===== src/rtl/scan_timing_gen_pkg.sv =====
// scan_pkg: shared types and default timing for the raster scan generator.
// Holds the per-axis state enum, the default panel timing, line/frame total
// helpers and the range check used by the elaboration-time parameter guards.
package scan_pkg;

    typedef enum logic [1:0] {
        ST_ACTIVE = 2'd0,
        ST_FP     = 2'd1,
        ST_SYNC   = 2'd2,
        ST_BP     = 2'd3
    } scan_state_e;

    // Phase counters and coordinates are this wide; every timing value must fit.
    localparam int PHASE_W = 10;

    localparam int DEF_CE_DIV     = 2;
    localparam int DEF_COL_ACTIVE = 300;
    localparam int DEF_COL_FP     = 8;
    localparam int DEF_COL_SYNC   = 32;
    localparam int DEF_COL_BP     = 40;
    localparam int DEF_ROW_ACTIVE = 480;
    localparam int DEF_ROW_FP     = 4;
    localparam int DEF_ROW_SYNC   = 4;
    localparam int DEF_ROW_BP     = 12;
    localparam int DEF_PIPE_DLY   = 3;

    // Total length of one axis period (ticks per line, or lines per frame).
    function automatic int axis_total(int len_active, int len_fp, int len_sync, int len_bp);
        return len_active + len_fp + len_sync + len_bp;
    endfunction

    localparam int DEF_LINE_TICKS  = axis_total(DEF_COL_ACTIVE, DEF_COL_FP, DEF_COL_SYNC, DEF_COL_BP);
    localparam int DEF_FRAME_LINES = axis_total(DEF_ROW_ACTIVE, DEF_ROW_FP, DEF_ROW_SYNC, DEF_ROW_BP);

    // True when a timing value is representable by a phase counter.
    function automatic bit timing_ok(int v);
        return (v >= 0) && (v < (1 << PHASE_W));
    endfunction

endpackage


===== src/rtl/scan_timing_gen_if.sv =====
// scan_timing_gen_if: scan control input and raster timing outputs.
// master = the generator, slave = the consumer (pixel stage).
// FRAME_COUNT_EN adds the frame_count bus.
interface scan_timing_gen_if;

    logic                         scan_en;
    logic [scan_pkg::PHASE_W-1:0] current_print_row;
    logic [scan_pkg::PHASE_W-1:0] current_print_column;
    logic                         valid_array;
    logic                         pix_tick;
    logic                         hsync;
    logic                         vsync;
    logic                         pixel_de;
    logic                         frame_start;
`ifdef FRAME_COUNT_EN
    logic [15:0]                  frame_count;
`endif

    modport master (
        input  scan_en,
`ifdef FRAME_COUNT_EN
        output frame_count,
`endif
        output current_print_row,
        output current_print_column,
        output valid_array,
        output pix_tick,
        output hsync,
        output vsync,
        output pixel_de,
        output frame_start
    );

    modport slave (
        output scan_en,
`ifdef FRAME_COUNT_EN
        input  frame_count,
`endif
        input  current_print_row,
        input  current_print_column,
        input  valid_array,
        input  pix_tick,
        input  hsync,
        input  vsync,
        input  pixel_de,
        input  frame_start
    );

endinterface


===== src/rtl/scan_timing_gen_axis_fsm.sv =====
// scan_axis_fsm: one scan axis cycling ACTIVE -> FP -> SYNC -> BP -> ACTIVE.
// The phase counter runs 0..len-1 in each state; zero-length states are
// skipped. wrap pulses on the advance that closes the period back to ACTIVE.
module scan_axis_fsm
    import scan_pkg::*;
#(
    parameter int LEN_ACTIVE = DEF_COL_ACTIVE,
    parameter int LEN_FP     = DEF_COL_FP,
    parameter int LEN_SYNC   = DEF_COL_SYNC,
    parameter int LEN_BP     = DEF_COL_BP
) (
    input  logic               clk,
    input  logic               rst,
    input  logic               advance,
    output scan_state_e        state,
    output logic [PHASE_W-1:0] phase,
    output logic               wrap
);

    if (!(timing_ok(LEN_ACTIVE) && timing_ok(LEN_FP) && timing_ok(LEN_SYNC) &&
          timing_ok(LEN_BP) && (LEN_ACTIVE >= 1))) begin : g_bad_len
        $error("scan_axis_fsm: axis length out of range");
    end

    scan_state_e        state_q, state_d;
    logic [PHASE_W-1:0] phase_q, phase_d;
    logic               last;

    function automatic logic [PHASE_W-1:0] len_of(scan_state_e s);
        case (s)
            ST_ACTIVE: return PHASE_W'(LEN_ACTIVE);
            ST_FP:     return PHASE_W'(LEN_FP);
            ST_SYNC:   return PHASE_W'(LEN_SYNC);
            default:   return PHASE_W'(LEN_BP);
        endcase
    endfunction

    // Nearest following state in cycle order with a non-zero length.
    function automatic scan_state_e next_of(scan_state_e s);
        scan_state_e nxt;
        nxt = s;
        for (int i = 3; i >= 1; i--) begin
            if (len_of(scan_state_e'(2'(s) + 2'(i))) != '0)
                nxt = scan_state_e'(2'(s) + 2'(i));
        end
        return nxt;
    endfunction

    // State and phase registers.
    always_ff @(posedge clk or posedge rst) begin
        if (rst) begin
            state_q <= ST_ACTIVE;
            phase_q <= '0;
        end else begin
            state_q <= state_d;
            phase_q <= phase_d;
        end
    end

    // Next state/phase; wrap when the move lands at or before the current state.
    always_comb begin
        state_d = state_q;
        phase_d = phase_q;
        wrap    = 1'b0;
        last    = (phase_q == len_of(state_q) - PHASE_W'(1));
        if (advance) begin
            if (last) begin
                state_d = next_of(state_q);
                phase_d = '0;
                wrap    = (2'(state_d) <= 2'(state_q));
            end else begin
                phase_d = phase_q + PHASE_W'(1);
            end
        end
    end

    assign state = state_q;
    assign phase = phase_q;

endmodule


===== src/rtl/scan_timing_gen.sv =====
// scan_timing_gen: raster scan generator feeding the background pixel stage.
// A pixel-tick divider paces two axis FSMs; coordinates, valid, syncs and
// frame_start are registered on the tick; pixel_de is valid_array delayed by
// PIPE_DLY ticks to line up with the ROM pipeline output.
// Optional: define FRAME_COUNT_EN to add the 16-bit frame_count output.
module scan_timing_gen
    import scan_pkg::*;
#(
    parameter int   CE_DIV     = DEF_CE_DIV,
    parameter int   COL_ACTIVE = DEF_COL_ACTIVE,
    parameter int   COL_FP     = DEF_COL_FP,
    parameter int   COL_SYNC   = DEF_COL_SYNC,
    parameter int   COL_BP     = DEF_COL_BP,
    parameter int   ROW_ACTIVE = DEF_ROW_ACTIVE,
    parameter int   ROW_FP     = DEF_ROW_FP,
    parameter int   ROW_SYNC   = DEF_ROW_SYNC,
    parameter int   ROW_BP     = DEF_ROW_BP,
    parameter int   PIPE_DLY   = DEF_PIPE_DLY,
    parameter logic SYNC_POL   = 1'b0
) (
    input logic               clk,
    input logic               rst,
    scan_timing_gen_if.master bus
);

    if (!(timing_ok(CE_DIV) && (CE_DIV >= 1) && timing_ok(PIPE_DLY))) begin : g_bad_params
        $error("scan_timing_gen: CE_DIV or PIPE_DLY out of range");
    end

    localparam int               DIV_W    = (CE_DIV > 1) ? $clog2(CE_DIV) : 1;
    localparam logic [DIV_W-1:0] DIV_LAST = DIV_W'(CE_DIV - 1);

    logic [DIV_W-1:0]   div_cnt;
    logic               div_wrap;
    logic               adv;
    scan_state_e        h_state, v_state;
    logic [PHASE_W-1:0] h_phase, v_phase;
    logic               h_wrap, v_wrap;
    logic               h_active, v_active;
    logic               at_origin;

    assign div_wrap = (div_cnt == DIV_LAST);
    assign adv      = div_wrap && bus.scan_en;
    assign h_active = (h_state == ST_ACTIVE);
    assign v_active = (v_state == ST_ACTIVE);

    // Pixel tick divider; free-running regardless of scan_en.
    always_ff @(posedge clk or posedge rst) begin
        if (rst) begin
            div_cnt      <= '0;
            bus.pix_tick <= 1'b0;
        end else begin
            div_cnt      <= div_wrap ? '0 : div_cnt + DIV_W'(1);
            bus.pix_tick <= div_wrap;
        end
    end

    scan_axis_fsm #(
        .LEN_ACTIVE (COL_ACTIVE),
        .LEN_FP     (COL_FP),
        .LEN_SYNC   (COL_SYNC),
        .LEN_BP     (COL_BP)
    ) u_h_axis (
        .clk     (clk),
        .rst     (rst),
        .advance (adv),
        .state   (h_state),
        .phase   (h_phase),
        .wrap    (h_wrap)
    );

    // The vertical axis steps once per line, when the horizontal axis wraps.
    scan_axis_fsm #(
        .LEN_ACTIVE (ROW_ACTIVE),
        .LEN_FP     (ROW_FP),
        .LEN_SYNC   (ROW_SYNC),
        .LEN_BP     (ROW_BP)
    ) u_v_axis (
        .clk     (clk),
        .rst     (rst),
        .advance (h_wrap),
        .state   (v_state),
        .phase   (v_phase),
        .wrap    (v_wrap)
    );

    // Tracks that both axes sit at ACTIVE phase 0 (after reset or a frame wrap).
    always_ff @(posedge clk or posedge rst) begin
        if (rst)
            at_origin <= 1'b1;
        else if (adv)
            at_origin <= v_wrap;
    end

    // Registered coordinates, valid, syncs and frame pulse; all move on the same tick.
    always_ff @(posedge clk or posedge rst) begin
        if (rst) begin
            bus.current_print_column <= '0;
            bus.current_print_row    <= '0;
            bus.valid_array          <= 1'b0;
            bus.hsync                <= ~SYNC_POL;
            bus.vsync                <= ~SYNC_POL;
            bus.frame_start          <= 1'b0;
        end else begin
            bus.frame_start <= adv && at_origin;
            if (adv) begin
                bus.current_print_column <= h_active ? h_phase : PHASE_W'(COL_ACTIVE - 1);
                bus.current_print_row    <= v_active ? v_phase : PHASE_W'(ROW_ACTIVE - 1);
                bus.valid_array          <= h_active && v_active;
                bus.hsync                <= (h_state == ST_SYNC) ? SYNC_POL : ~SYNC_POL;
                bus.vsync                <= (v_state == ST_SYNC) ? SYNC_POL : ~SYNC_POL;
            end
        end
    end

    if (PIPE_DLY == 0) begin : g_de_bypass
        assign bus.pixel_de = bus.valid_array;
    end else begin : g_de_pipe
        logic [PIPE_DLY-1:0] de_p;

        // Delay line for valid_array, stepped by every pixel tick.
        always_ff @(posedge clk or posedge rst) begin
            if (rst)
                de_p <= '0;
            else if (div_wrap)
                de_p <= PIPE_DLY'({de_p, bus.valid_array});
        end

        assign bus.pixel_de = de_p[PIPE_DLY-1];
    end

`ifdef FRAME_COUNT_EN
    // Frame counter for animation timing; wraps naturally at 16 bits.
    always_ff @(posedge clk or posedge rst) begin
        if (rst)
            bus.frame_count <= '0;
        else if (adv && at_origin)
            bus.frame_count <= bus.frame_count + 16'd1;
    end
`endif

endmodule


===== src/flat_wrapper.sv =====
// flat-port wrapper written by rule: the top's interface ports become plain ports
module scan_timing_gen_flat import scan_pkg::*;
#(
    parameter int   CE_DIV     = DEF_CE_DIV,
    parameter int   COL_ACTIVE = DEF_COL_ACTIVE,
    parameter int   COL_FP     = DEF_COL_FP,
    parameter int   COL_SYNC   = DEF_COL_SYNC,
    parameter int   COL_BP     = DEF_COL_BP,
    parameter int   ROW_ACTIVE = DEF_ROW_ACTIVE,
    parameter int   ROW_FP     = DEF_ROW_FP,
    parameter int   ROW_SYNC   = DEF_ROW_SYNC,
    parameter int   ROW_BP     = DEF_ROW_BP,
    parameter int   PIPE_DLY   = DEF_PIPE_DLY,
    parameter logic SYNC_POL   = 1'b0
)
  (clk, rst, bus_scan_en, bus_current_print_row, bus_current_print_column, bus_valid_array, bus_pix_tick, bus_hsync, bus_vsync, bus_pixel_de, bus_frame_start);
  scan_timing_gen_if bus_i ();
  input logic clk;
  input logic rst;
  input wire logic [$bits(bus_i.scan_en)-1:0] bus_scan_en;
  output wire logic [$bits(bus_i.current_print_row)-1:0] bus_current_print_row;
  output wire logic [$bits(bus_i.current_print_column)-1:0] bus_current_print_column;
  output wire logic [$bits(bus_i.valid_array)-1:0] bus_valid_array;
  output wire logic [$bits(bus_i.pix_tick)-1:0] bus_pix_tick;
  output wire logic [$bits(bus_i.hsync)-1:0] bus_hsync;
  output wire logic [$bits(bus_i.vsync)-1:0] bus_vsync;
  output wire logic [$bits(bus_i.pixel_de)-1:0] bus_pixel_de;
  output wire logic [$bits(bus_i.frame_start)-1:0] bus_frame_start;
  assign bus_i.scan_en = bus_scan_en;
  assign bus_current_print_row = bus_i.current_print_row;
  assign bus_current_print_column = bus_i.current_print_column;
  assign bus_valid_array = bus_i.valid_array;
  assign bus_pix_tick = bus_i.pix_tick;
  assign bus_hsync = bus_i.hsync;
  assign bus_vsync = bus_i.vsync;
  assign bus_pixel_de = bus_i.pixel_de;
  assign bus_frame_start = bus_i.frame_start;
  scan_timing_gen #(.CE_DIV(CE_DIV), .COL_ACTIVE(COL_ACTIVE), .COL_FP(COL_FP), .COL_SYNC(COL_SYNC), .COL_BP(COL_BP), .ROW_ACTIVE(ROW_ACTIVE), .ROW_FP(ROW_FP), .ROW_SYNC(ROW_SYNC), .ROW_BP(ROW_BP), .PIPE_DLY(PIPE_DLY), .SYNC_POL(SYNC_POL)) u_core (.clk(clk), .rst(rst), .bus(bus_i));
endmodule

===== config.mk =====
export PLATFORM = sky130hd
export DESIGN_NAME = scan_timing_gen_flat
export DESIGN_NICKNAME = d
export VERILOG_FILES = /design/src/rtl/scan_timing_gen_pkg.sv /design/src/rtl/scan_timing_gen_if.sv /design/src/rtl/scan_timing_gen_axis_fsm.sv /design/src/rtl/scan_timing_gen.sv /design/src/flat_wrapper.sv
export SDC_FILE = /design/constraint.sdc
export NUM_CORES = 1
export LEC_CHECK = 0
export BUFFER_PORTS_ARGS = -buffer_cell sky130_fd_sc_hd__buf_2
export CORE_MARGIN = 3
export CORE_UTILIZATION = 52
export CTS_CLUSTER_SIZE = 16
export DETAILED_ROUTE_END_ITERATION = 16
export PLACE_DENSITY = 0.86
export SYNTH_ARGS = -nofsm -noshare
export SYNTH_HDL_FRONTEND = slang
export SYNTH_HIERARCHICAL = 1
export SYNTH_SLANG_ARGS = --single-unit

===== constraint.sdc =====
create_clock -name clk -period 2.86 [get_ports clk]
set_input_delay 0.286 -clock clk [delete_from_list [all_inputs] [get_ports clk]]
set_output_delay 0.286 -clock clk [all_outputs]
set_load 0.005 [all_outputs]

; Word-level counts from Yosys, hierarchy flattened
; Cells that the tools add are included.
[totals]
regBits = 54
latch_bits = 0
ram_bits = 0
rom_bits = 0
elab_cells = 109
memories = 0
[op_classes]
addsub = 11
multipliers = 0
div_mod_pow = 0
order_cmp = 2
n_eq_ne = 18
n_shift = 0
mux = 41
bitwise = 0
reduce_logical = 23
[op_table]
columns = cell, n
row1 = $mux W10, 16
row2 = $pmux W9 S3, 4
row3 = $pmux W9 S2, 4
row4 = $reduce_bool A10 Y1, 6
row5 = $add A10 B1 Y10 const B, 2
row6 = $eq A10 B10 Y1, 2
row7 = $mux W2, 10
row8 = $sub A10 B1 Y10 const B, 2
row9 = $eq A2 B1 Y1 const B, 8
row10 = $eq A2 B2 Y1 const B, 8
row11 = $logic_not A2 Y1, 8
row12 = $add A2 B2 Y2 const B, 4
row13 = $reduce_or A2 Y1, 4
row14 = $mux W1, 7
row15 = $add A2 B1 Y2 const B, 2
row16 = $le A2 B2 Y1, 2
row17 = $reduce_and A2 Y1, 2
row18 = $logic_and A1 B1 Y1, 3
row19 = $add A1 B1 Y1 const B, 1

; Longest topological paths before layout
; Gate-level depths: netlist of run 1.
[logic_depth]
word_depth = 25
mapped_depth = 12
depth_no_buf = 10

; Modules after synthesis
; The synthesis of run 1 kept the hierarchy.
[modules_own_cells]
columns = module, instances, cells_per_inst, area_per_inst_um2, seq_area_each_um2
row1 = scan_timing_gen, 1, 74, 1137.3, 754.5
row2 = scan_axis_fsm (u_core.u_v_axis), 1, 79, 752.0, 300.3
row3 = scan_axis_fsm (u_core.u_h_axis), 1, 72, 748.2, 300.3

; Worst setup path before layout of run 1
; No wires, ideal clock.
[synth_path]
path_kind = register -> register
from = register u_core.div_cnt
to = register u_core.u_v_axis.phase_q[2] (netlist: u_core/u_v_axis/phase[2])
setup_time_ps = 83
t_arrival_ps = 2645
slack_ps = 133
stages_incl_launch_ff = 13
path_buffers = 3
synth_period_minus_slack_ps = 2727
path_cell_list = dfrtp_1 -> nand2_4 -> inv_2 -> buf_8 -> buf_6 -> nand2_2 -> or4_4 -> nor3_4 -> and2_1 -> clkbuf_1 -> nand2_1 -> or2_2 -> o21ai_0
[synth_via]
elab_chain_len = 2
[synth_rtl]
columns = element, line_no
row1 = "start, declared", scan_timing_gen.sv:33  ; logic [DIV_W-1:0] div_cnt;
row2 = "start signal, assigned", scan_timing_gen.sv:53  ; div_cnt <= div_wrap ? '0 : div_cnt + DIV_W'(1);
row3 = $logic_and A1 B1 Y1, scan_timing_gen.sv:43  ; assign adv = div_wrap && bus.scan_en;
row4 = named net u_core.adv, scan_timing_gen.sv:35  ; logic adv;
row5 = $mux W1, scan_timing_gen_axis_fsm.sv:66  ; if (advance) begin
row6 = named net u_core.h_wrap, scan_timing_gen.sv:38  ; logic h_wrap, v_wrap;
row7 = "end signal, assigned", scan_timing_gen_axis_fsm.sv:56  ; phase_q <= phase_d;
row8 = "end, declared", scan_timing_gen_axis_fsm.sv:26  ; logic [PHASE_W-1:0] phase_q, phase_d;
; The timed path passes the listed nets, and every way through them passes these cells.
; A chain may end at the register's enable or synchronous reset.

==> reports/qor.yml, run 1 <==
outcome: "finished, final reports clean"
crit_slowest_cell: "dfrtp_1"
die_x_um: 77.2
synth_xor_xnor_area_share_pct: 6.97
cts.repair.resized: 0
syn_avg_cell_area_sq_um: 11.7
ys_ff_latch: 54
vdd_ir_drop_max_mv: 0.439
synth-adder-area-share_pct: 7.12
syn_nets: 243
min_period_ns: 2.53
wirelength_um: 5170
port_buffers: 28
vias: 1803
synth_top_family_by_area: "simple AND/OR/NAND/NOR gates"
htreeDepth: 2
hold_class: "in2reg"
cpPeakStageDelay_ns: 0.46
end_kind: "register"
yosysWarnings: 6
cp.required_ns: 3.05
start_util_pct: 54.8
worstSetupStartpointType: "register"
viasPerCell: 5.48
slew_headroom_pct: 46.3
ant_nets: 0
cts_made_buffers: 5
timing.final.crit_share_pct: 88.5
yosys.area.top_type: "dfrtp_1"
clkSinkCount: 54
routed-wl-met2_um: 2300
grt.overflow.total: 0
postCtsSetupRepairBufs: 0
worstMarginPinSlew_ns: 0.804
fp.coreArea_sq_mm: 0.00482
critPathBufInv: 1
synth_area_leaders: "dfrtp_1 48%, ha_1 7.1%, xnor2_1 4.3%, dfstp_2 3.0%, nor2_1 3.0%"
gr-usage-all-layers_pct: 19.0
place_congestion: 0.844
wl_per_cell_um: 15.7
worstPathArrival_ns: 2.72
synth_edf_count: 0
antenna_found_initial: 0
placed_cell_area_sq_mm: 0.00285
cts_hold_buffers: 1
yosysSeqAreaShare_pct: 51.4
yosysTopAreaCellShare_pct: 48.4
hold_slack_ns: 0.342
n_antenna_cell: 0
synth_cell_type_count: 48
utilization_pct: 61.4
top_layer: "met4"
worstPathMaxFanout: 7
critPathKind: "reg2reg"
first_global_vias: 1752
finClkSkew_ns: 0.0122
grt_setup_unrepaired: "no"
final_cell_mix: "51 x dfrtp_1, 28 x buf_2, 21 x nor2_1"
final_common_cell: "dfrtp_1"
nets: 279
drt-met1-wl_um: 2540
num_io_pins: 29
drtPass1Iterations: 4
synthArstFlopShare_pct: 100
power_mw: 1.93
synth-compound-area-share_pct: 10.3
cts_root_buf: "clkbuf_8"
hpwl_um: 3580
die_height_um: 77.2
synthMuxAreaShare_pct: 3.98
powerDensity_mw_per_mm2: 653
rows: 25
grt_pass1_wl_um: 8860
ys.flop_type: "dfrtp_1"
critPathTopFamily: "simple AND/OR/NAND/NOR gates"
drtIter0Drc: 91
drcViolationCount: 0
p_leak_nw: 1.37
max_cap_violations: 0
clock_latency_ns: 0.31
synth-simple-area-share_pct: 16.7
maxSlewViolCount: 0
clk_pin_slew_ns: 0.10
cts_tree: "yes"
fmax_mhz: 395
synth_cells: 225
finalSetupViolCount: 0
drive_gt1_share_pct: 26.7
finalHoldViolations: 0
die_area_sq_mm: 0.00596
syn_area_sq_mm: 0.00264
dr_wl_met3_um: 233
clk_path_buf_depth: 2
area_growth_pct: 12.1
setup_tns_ns: 0
path_cells: "inv_1 -> ha_1 -> xor2_1 -> nand3_1 -> nor3_4 -> and2_1 -> nor3b_4 -> mux2_4"
design_area_sq_mm: 0.00296
grt_max_degree: 23
==> metal layers <==
| metal | GRT usage [%] | vias to the layer above |
|---|---|---|
| li1 | - | 864 |
| met1 | 27.6 | 876 |
| met2 | 27.3 | 55 |
| met3 | 4.81 | 8 |
| met4 | 7.12 | 0 |
| met5 | 0 | - |
==> worst paths after layout <==
check	from	to	slack, ns	depth (start not counted)
max	register	u_core/u_v_axis/state[1]	0.33	8
min	bus_scan_en	u_core/bus.vsync	0.34	3
max reg2reg	register	u_core/u_v_axis/state[1]	0.33	8
min reg2reg	u_core/bus.current_print_row[5]	u_core/bus.current_print_row[5]	0.51	1
max in group asynchronous	rst	u_core/at_origin	1.43	4
min in group asynchronous	rst	u_core/u_v_axis/phase[1]	0.54	3
==> cells by family (layout without fill, tap and decap cells) <==
family | count (synthesis) | after routing
DFF | 54 | 54
buffers and inverters | 18 | 55
xor gates and xnor gates | 21 | 21
muxes | 9 | 9
AOI/OAI and AO/OA | 34 | 34
adders and majority gates | 15 | 15
and+or+nand+nor | 74 | 74
==> worst register-to-register path, delay by kind of cell, from the launching register on <==
family	cells	cell delay, ns
adder cells (fa/ha/maj)	1	0.35
flip-flops	1	0.46
XOR/XNOR	1	0.16
multiplexers	1	0.33
buffers and inverters	1	0.16
AND/OR/NAND/NOR	4	0.96
==> cell usage after synthesis (2+ instances only) <==
| library cell | n |
|---|---|
| a22o_1 | 8 |
| a31oi_1 | 2 |
| o22a_1 | 7 |
| nor3_1 | 7 |
| nor2_1 | 21 |
| inv_1 | 12 |
| mux2_2 | 4 |
| ha_1 | 15 |
| buf_6 | 2 |
| nand4bb_1 | 2 |
| nand3_1 | 6 |
| mux2_4 | 2 |
| nand4_1 | 3 |
| dfstp_2 | 3 |
| mux2i_1 | 3 |
| xnor2_1 | 13 |
| o21ai_0 | 4 |
| nand2_1 | 12 |
| o22a_2 | 6 |
| nor4_1 | 2 |
| o22ai_1 | 2 |
| xor2_1 | 8 |
| dfrtp_1 | 51 |
| a21oi_1 | 4 |
| and3_1 | 3 |
==> where the power goes <==
group | switching (mW) | internal [mW]
Combinational | 0.262 | 0.238
Sequential | 0.130 | 0.862
Clock | 0.245 | 0.195
==> area by class of cell <==
cell class | count | area (sq um)
clock buffers | 6 | 82.6
clock inverters | 2 | 12.5
fillers | 387 | 1860
inverters | 13 | 48.8
multi-input cells | 153 | 1190
flip-flops and latches | 54 | 1360
well taps | 67 | 83.8
repair buffers | 34 | 188
==> metrics by stage <==
stage	std cells	worst slack (ns)
CTS	329	0.335
global placement	320	0.512
global route	329	0.200
floorplan	225	0.133
finish	329	0.328
detailed placement	320	0.368
==> state kept, by name, indices dropped and copies added, names as in the netlist, named ones only <==
name and count:
u_core/g_de_pipe.de_p 3, u_core/bus.current_print_column 10, u_core/u_h_axis/phase 10, u_core/u_v_axis/phase 10, u_core/bus.hsync 1, u_core/bus.frame_start 1
u_core/bus.valid_array 1, u_core/at_origin 1, u_core/div_cnt 1, u_core/u_v_axis/state 1, u_core/bus.vsync 1, u_core/u_h_axis/state 1
u_core/bus.pix_tick 1, u_core/bus.current_print_row 10
No activity file was read; power rests on OpenSTA's default activity.
==> inputs of run 2 (changes only) <==
CORE_UTILIZATION = 53   (was 52)
PLACE_DENSITY = 0.87   (was 0.86)
SYNTH_HIERARCHICAL = unset   (was 1)
==> run 2 against run 1 <==
Against the previous run:
- critical path type unchanged
- worst setup slack worse by 0.057 ns
- largest power group unchanged
- clock skew fell by 0.0025 ns
- highest routed layer unchanged
- worst hold slack lost 0.085 ns
- register-to-register slack worse by 0.06 ns
- count of clock-buffer cells in the layout fell by 1
- critical path depth increased by 1
- design area grew 2.6%
- total power is 15% lower
- clock power barely moved
- non-clock buffer count stayed put
- routed wire length increased by 3.8%
==> reports/qor.yml, run 2 <==
ys_ff_latch: 54
drive_gt1_share_pct: 19.9
drtIter0Drc: 142
first_global_vias: 2041
grt.overflow.total: 0
syn_nets: 296
synthArstFlopShare_pct: 100
fmax_mhz: 386
cp.required_ns: 3.08
top_layer: "met4"
gr-usage-all-layers_pct: 19.8
postCtsSetupRepairBufs: 0
worstSetupStartpointType: "register"
grt_pass1_wl_um: 9590
multi_input_area_sq_mm: 0.00123
place_congestion: 0.847
clock_latency_ns: 0.32
timing.final.crit_share_pct: 90.5
cpPeakStageDelay_ns: 0.45
yosysTopAreaCellShare_pct: 46.7
vias: 2017
finalHoldViolations: 0
rows: 25
min_path_cells: 2
crit_top_cell: "ha_1"
syn_avg_cell_area_sq_um: 9.98
powerDensity_mw_per_mm2: 539
placed_cell_area_sq_mm: 0.00293
finClkSkew_ns: 0.00963
fp.coreArea_sq_mm: 0.00485
drt-met1-wl_um: 2370
grt_setup_unrepaired: "no"
die_height_um: 77.8
path_depth: 9
start_util_pct: 56.4
p_leak_nw: 1.46
synth_cell_type_count: 42
syn_area_sq_mm: 0.00273
end_kind: "register"
critPathBufInv: 2
nets: 322
viasPerCell: 5.48
outcome: "finished, final reports clean"
hold_class: "in2reg"
clk_pin_slew_ns: 0.10
vdd_ir_drop_max_mv: 0.262
n_antenna_cell: 0
r2r_end: "u_core.u_v_axis.phase[7]"
hp-start: "bus_scan_en"
antenna_found_initial: 0
design_area_sq_mm: 0.00303
yosysWarnings: 0
synthTopCellsByCount: "51 x dfrtp_1, 44 x nand2_1, 22 x inv_1"
final.setup.worst_slack_ns: 0.271
ys.flop_type: "dfrtp_1"
max_cap_violations: 0
power_mw: 1.63
finalSetupViolCount: 0
die_area_sq_mm: 0.00606
dpl_worst_slack_ns: 0.278
wl_per_cell_um: 14.6
final_cell_mix: "51 x dfrtp_1, 44 x nand2_1, 28 x buf_2"
clk_path_buf_depth: 2
ant_nets: 0
worstPathMaxFanout: 11
num_io_pins: 29
crit_slowest_cell: "dfrtp_1"
clkSinkCount: 54
critPathKind: "reg2reg"
rr_worst_depth: 9
cts.repair.resized: 0
final_common_cell: "dfrtp_1"
hpwl_um: 3910
yosys.area.top_type: "dfrtp_1"
rrSetupSlack_ns: 0.27
maxSlewViolCount: 0
setup_tns_ns: 0
area_growth_pct: 11.0
dr_wl_met3_um: 222
min_period_ns: 2.59
htreeDepth: 2
synth_cells: 274
yosysSeqAreaShare_pct: 49.6
cts_tree: "yes"
yosysMostFrequentCell: "dfrtp_1"
register_area_sq_mm: 0.00136
die_x_um: 77.8
slew_headroom_pct: 50.6
fill_cells: 397
critPathTopFamily: "adder cells"
synth_area_leaders: "dfrtp_1 47%, ha_1 8.7%, nand2_1 6.0%, inv_1 3.0%, dfstp_2 2.9%"
worstPathArrival_ns: 2.81
port_buffers: 28
synth_edf_count: 0
cts_made_buffers: 5
grt_max_degree: 38
drtPass1Iterations: 4
worstMarginPinSlew_ns: 0.739
cts_root_buf: "clkbuf_8"
routed-wl-met2_um: 2670
wirelength_um: 5360
drcViolationCount: 0
path_cells: "inv_1 -> ha_1 -> ha_1 -> a21bo_2 -> nor4_4 -> nand3_2 -> or2_0 -> buf_4 -> o31ai_2"
hold_path_end: "u_core.bus.frame_start"
-- run 2: cell types whose count changed after synthesis, moves of 7 or more --
cell	change
a22o_1	-8
nand2_1	+32
nand3_1	+9
o22a_1	-7
inv_1	+10
o21ai_0	+8
a31oi_1	+8
clkbuf_1	+12
-- run 2: layer usage --
| layer | up-vias | GRT usage, % |
|---|---|---|
| met2 | 43 | 32.4 |
| met4 | 0 | 8.54 |
| met3 | 9 | 3.71 |
| met1 | 982 | 25.5 |
| li1 | 983 | - |
| met5 | - | 0 |
-- run 2: worst max-delay path by stage --
| stage | startpoint | end | slack (ns) |
|---|---|---|---|
| after CTS | register | u_core.u_v_axis.phase[7] | 0.26 |
| after global routing | register | u_core.u_v_axis.phase[2] | 0.02 |
| after floorplan | register | u_core.u_v_axis.state[1] | 0.56 |
| final | register | u_core.u_v_axis.phase[7] | 0.27 |
| after global placement | register | u_core.u_v_axis.phase[7] | 0.42 |
| after detailed placement | register | u_core.u_v_axis.phase[7] | 0.28 |
-- run 2: report_power, final --
group          leakage [nW]  switching [mW]  internal, mW
Clock                0.0447           0.266         0.177
Sequential            0.626          0.0730         0.823
Combinational         0.792           0.174         0.121
-- run 2: what timing repair did --
action	CTS	global route
hold buffers	1	0
hold endpoints to repair	17	0
endpoints found under the setup margin	0	0
-- run 2: area by class of cell --
cell class              instances  area share [%]
multi-input cells             183            40.6
clock buffers                   5            2.27
well taps                      67            2.76
inverters                      22            2.72
clock inverters                 3           0.825
repair buffers                 34            6.19
flip-flops and latches         54            44.7
-- run 2: cell families after synthesis --
group | count (synthesis) | synth area share (%)
fa+ha+maj | 19 | 8.70
simple gates | 104 | 18.9
buf+inv | 37 | 5.40
compound gates | 43 | 11.6
xor+xnor | 12 | 3.84
mux | 5 | 2.06
flops | 54 | 49.6
-- run 2: worst register-to-register path, cell delays in order, from the launching register on --
cell	delay, ns
dfrtp_1	0.45
inv_1	0.13
ha_1	0.36
ha_1	0.33
a21bo_2	0.24
nor4_4	0.18
nand3_2	0.19
or2_0	0.24
buf_4	0.17
o31ai_2	0.22
-- run 2: per-stage QoR --
step / hold WS [ns] / cells / util (%)
floorplan: 0.352 / 274 / -
global placement: 0.284 / 359 / 60.4
detailed placement: 0.291 / 359 / 60.4
CTS: 0.251 / 368 / 62.6
global route: 0.261 / 368 / 62.6
finish: 0.258 / 368 / 62.6
==> inputs of run 3 (changes only) <==
CELL_PAD_IN_SITES_DETAIL_PLACEMENT = 1   (was unset)
CELL_PAD_IN_SITES_GLOBAL_PLACEMENT = 1   (was unset)
CORE_UTILIZATION = 49   (was 53)
PLACE_DENSITY = 0.82   (was 0.87)
clock period = 3.18 ns   (was 2.86 ns; I/O delays follow)
==> run 3 against run 2 <==
Against the previous run:
- final cell count shrank 0.27%
- non-clock buffer count down 3
- fmax shrank 6.5%
- count of clock-buffer cells in the layout rose by 1
- die area is 7.5% higher
- combinational power decreased by 8.5%
- sequential power down 9.6%
- first-iteration DRC count is 59% lower
- critical path depth fell by 1
- worst hold slack worse by 0.18 ns
- critical path type unchanged
- largest cell class unchanged
- highest routed layer unchanged
==> reports/qor.yml, run 3 (synthesis gave the netlist of run 2 again) <==
crit_top_cell: "ha_1"
clkSinkCount: 54
cts_hold_buffers: 0
postCtsSetupRepairBufs: 0
grt_pass1_wl_um: 10900
dpl_worst_slack_ns: 0.420
final_common_cell: "dfrtp_1"
maxSlewViolCount: 0
port_buffers: 28
critPathKind: "reg2reg"
clock_latency_ns: 0.31
nets: 319
critPathTopFamily: "simple AND/OR/NAND/NOR gates"
antenna_found_initial: 0
finalHoldViolations: 0
power_mw: 1.56
design_area_sq_mm: 0.00303
die_height_um: 80.7
vdd_ir_drop_max_mv: 0.240
cts_made_buffers: 5
final.setup.worst_slack_ns: 0.409
clk_path_buf_depth: 2
worstPathArrival_ns: 2.99
path_cells: "inv_1 -> ha_1 -> ha_1 -> a21bo_2 -> nor4_4 -> nand3_2 -> or2_0 -> o31ai_2"
worstMarginPinSlew_ns: 0.808
clk_pin_slew_ns: 0.10
hold_class: "in2async"
fp.coreArea_sq_mm: 0.00524
hold_slack_ns: 0.0799
p_leak_nw: 1.46
cts_root_buf: "clkbuf_8"
critPathBufInv: 1
grt_max_degree: 34
finalSetupViolCount: 0
cts_tree: "yes"
n_antenna_cell: 0
end_kind: "register"
min_period_ns: 2.77
worstSetupStartpointType: "register"
viasPerCell: 5.53
worstPathMaxFanout: 11
crit_slowest_cell: "or2_0"
gr-usage-all-layers_pct: 21.6
outcome: "finished, final reports clean"
fmax_mhz: 361
place_congestion: 0.774
drtIter0Drc: 58
hpwl_um: 4470
wl_per_cell_um: 16.8
ant_nets: 0
top_layer: "met4"
dr_wl_met3_um: 126
final_cell_mix: "51 x dfrtp_1, 44 x nand2_1, 28 x buf_2"
timing.final.crit_share_pct: 87.1
first_global_vias: 2259
drcViolationCount: 0
placed_cell_area_sq_mm: 0.00292
grt.overflow.total: 0
drtPass1Iterations: 4
drt-met1-wl_um: 2730
place_inst: 360
rows: 26
wirelength_um: 6180
max_cap_violations: 0
routed-wl-met2_um: 3230
setup_tns_ns: 0
vias: 2028
powerDensity_mw_per_mm2: 514
slew_headroom_pct: 46.0
die_area_sq_mm: 0.00651
htreeDepth: 2
finClkSkew_ns: 0.0109
cp.required_ns: 3.40
grt_setup_unrepaired: "no"
utilization_pct: 57.9
area_growth_pct: 10.9
cts.repair.resized: 0
num_io_pins: 29
start_util_pct: 52.2
rrSetupSlack_ns: 0.41
cpPeakStageDelay_ns: 0.45
finalNonFillerCells: 367
drive_gt1_share_pct: 19.2
fill_cells: 596
die_x_um: 80.7
run 3: cell count changes in the layout (fill, tap and decap cells not counted), sizes merged:
cell	previous run	this run
clkinvlp	1	0
buf	33	31
inv	23	22
clkbuf	5	6
bufinv	0	1
dlygate4sd3	1	0
clkinv	1	0
run 3: cell type report:
class	instances	area, sq um	area share (%)
Inverter	22	82.6	2.72
Clock buffer	6	82.6	2.72
Tap cell	70	87.6	2.89
Clock inverter	1	30.0	0.991
Multi-Input combinational cell	183	1230	40.6
Timing Repair Buffer	31	163	5.37
Sequential cell	54	1360	44.7
run 3: layer usage:
| layer | up-vias | track usage (%) |
|---|---|---|
| li1 | 969 | - |
| met1 | 1034 | 26.7 |
| met2 | 17 | 38.2 |
| met3 | 8 | 3.81 |
| met4 | 0 | 6.25 |
| met5 | - | 0 |
run 3: power by group:
group	leakage [nW]	switching, mW	internal [mW]
sequential	0.626	0.0694	0.740
combinational	0.778	0.162	0.108
clock	0.0573	0.226	0.252
run 3: path summary, 6_finish.rpt:
path                                                     from                                  to  depth (start not counted)
max                                                  register            u_core.u_v_axis.phase[5]                          8
min                                                       rst            u_core.u_h_axis.phase[6]                          2
max reg2reg                                          register            u_core.u_v_axis.phase[5]                          8
min reg2reg                u_core.bus.current_print_column[6]  u_core.bus.current_print_column[6]                          2
max in group asynchronous                                 rst                    u_core.at_origin                          3
min in group clk                                  bus_scan_en              u_core.bus.frame_start                          2
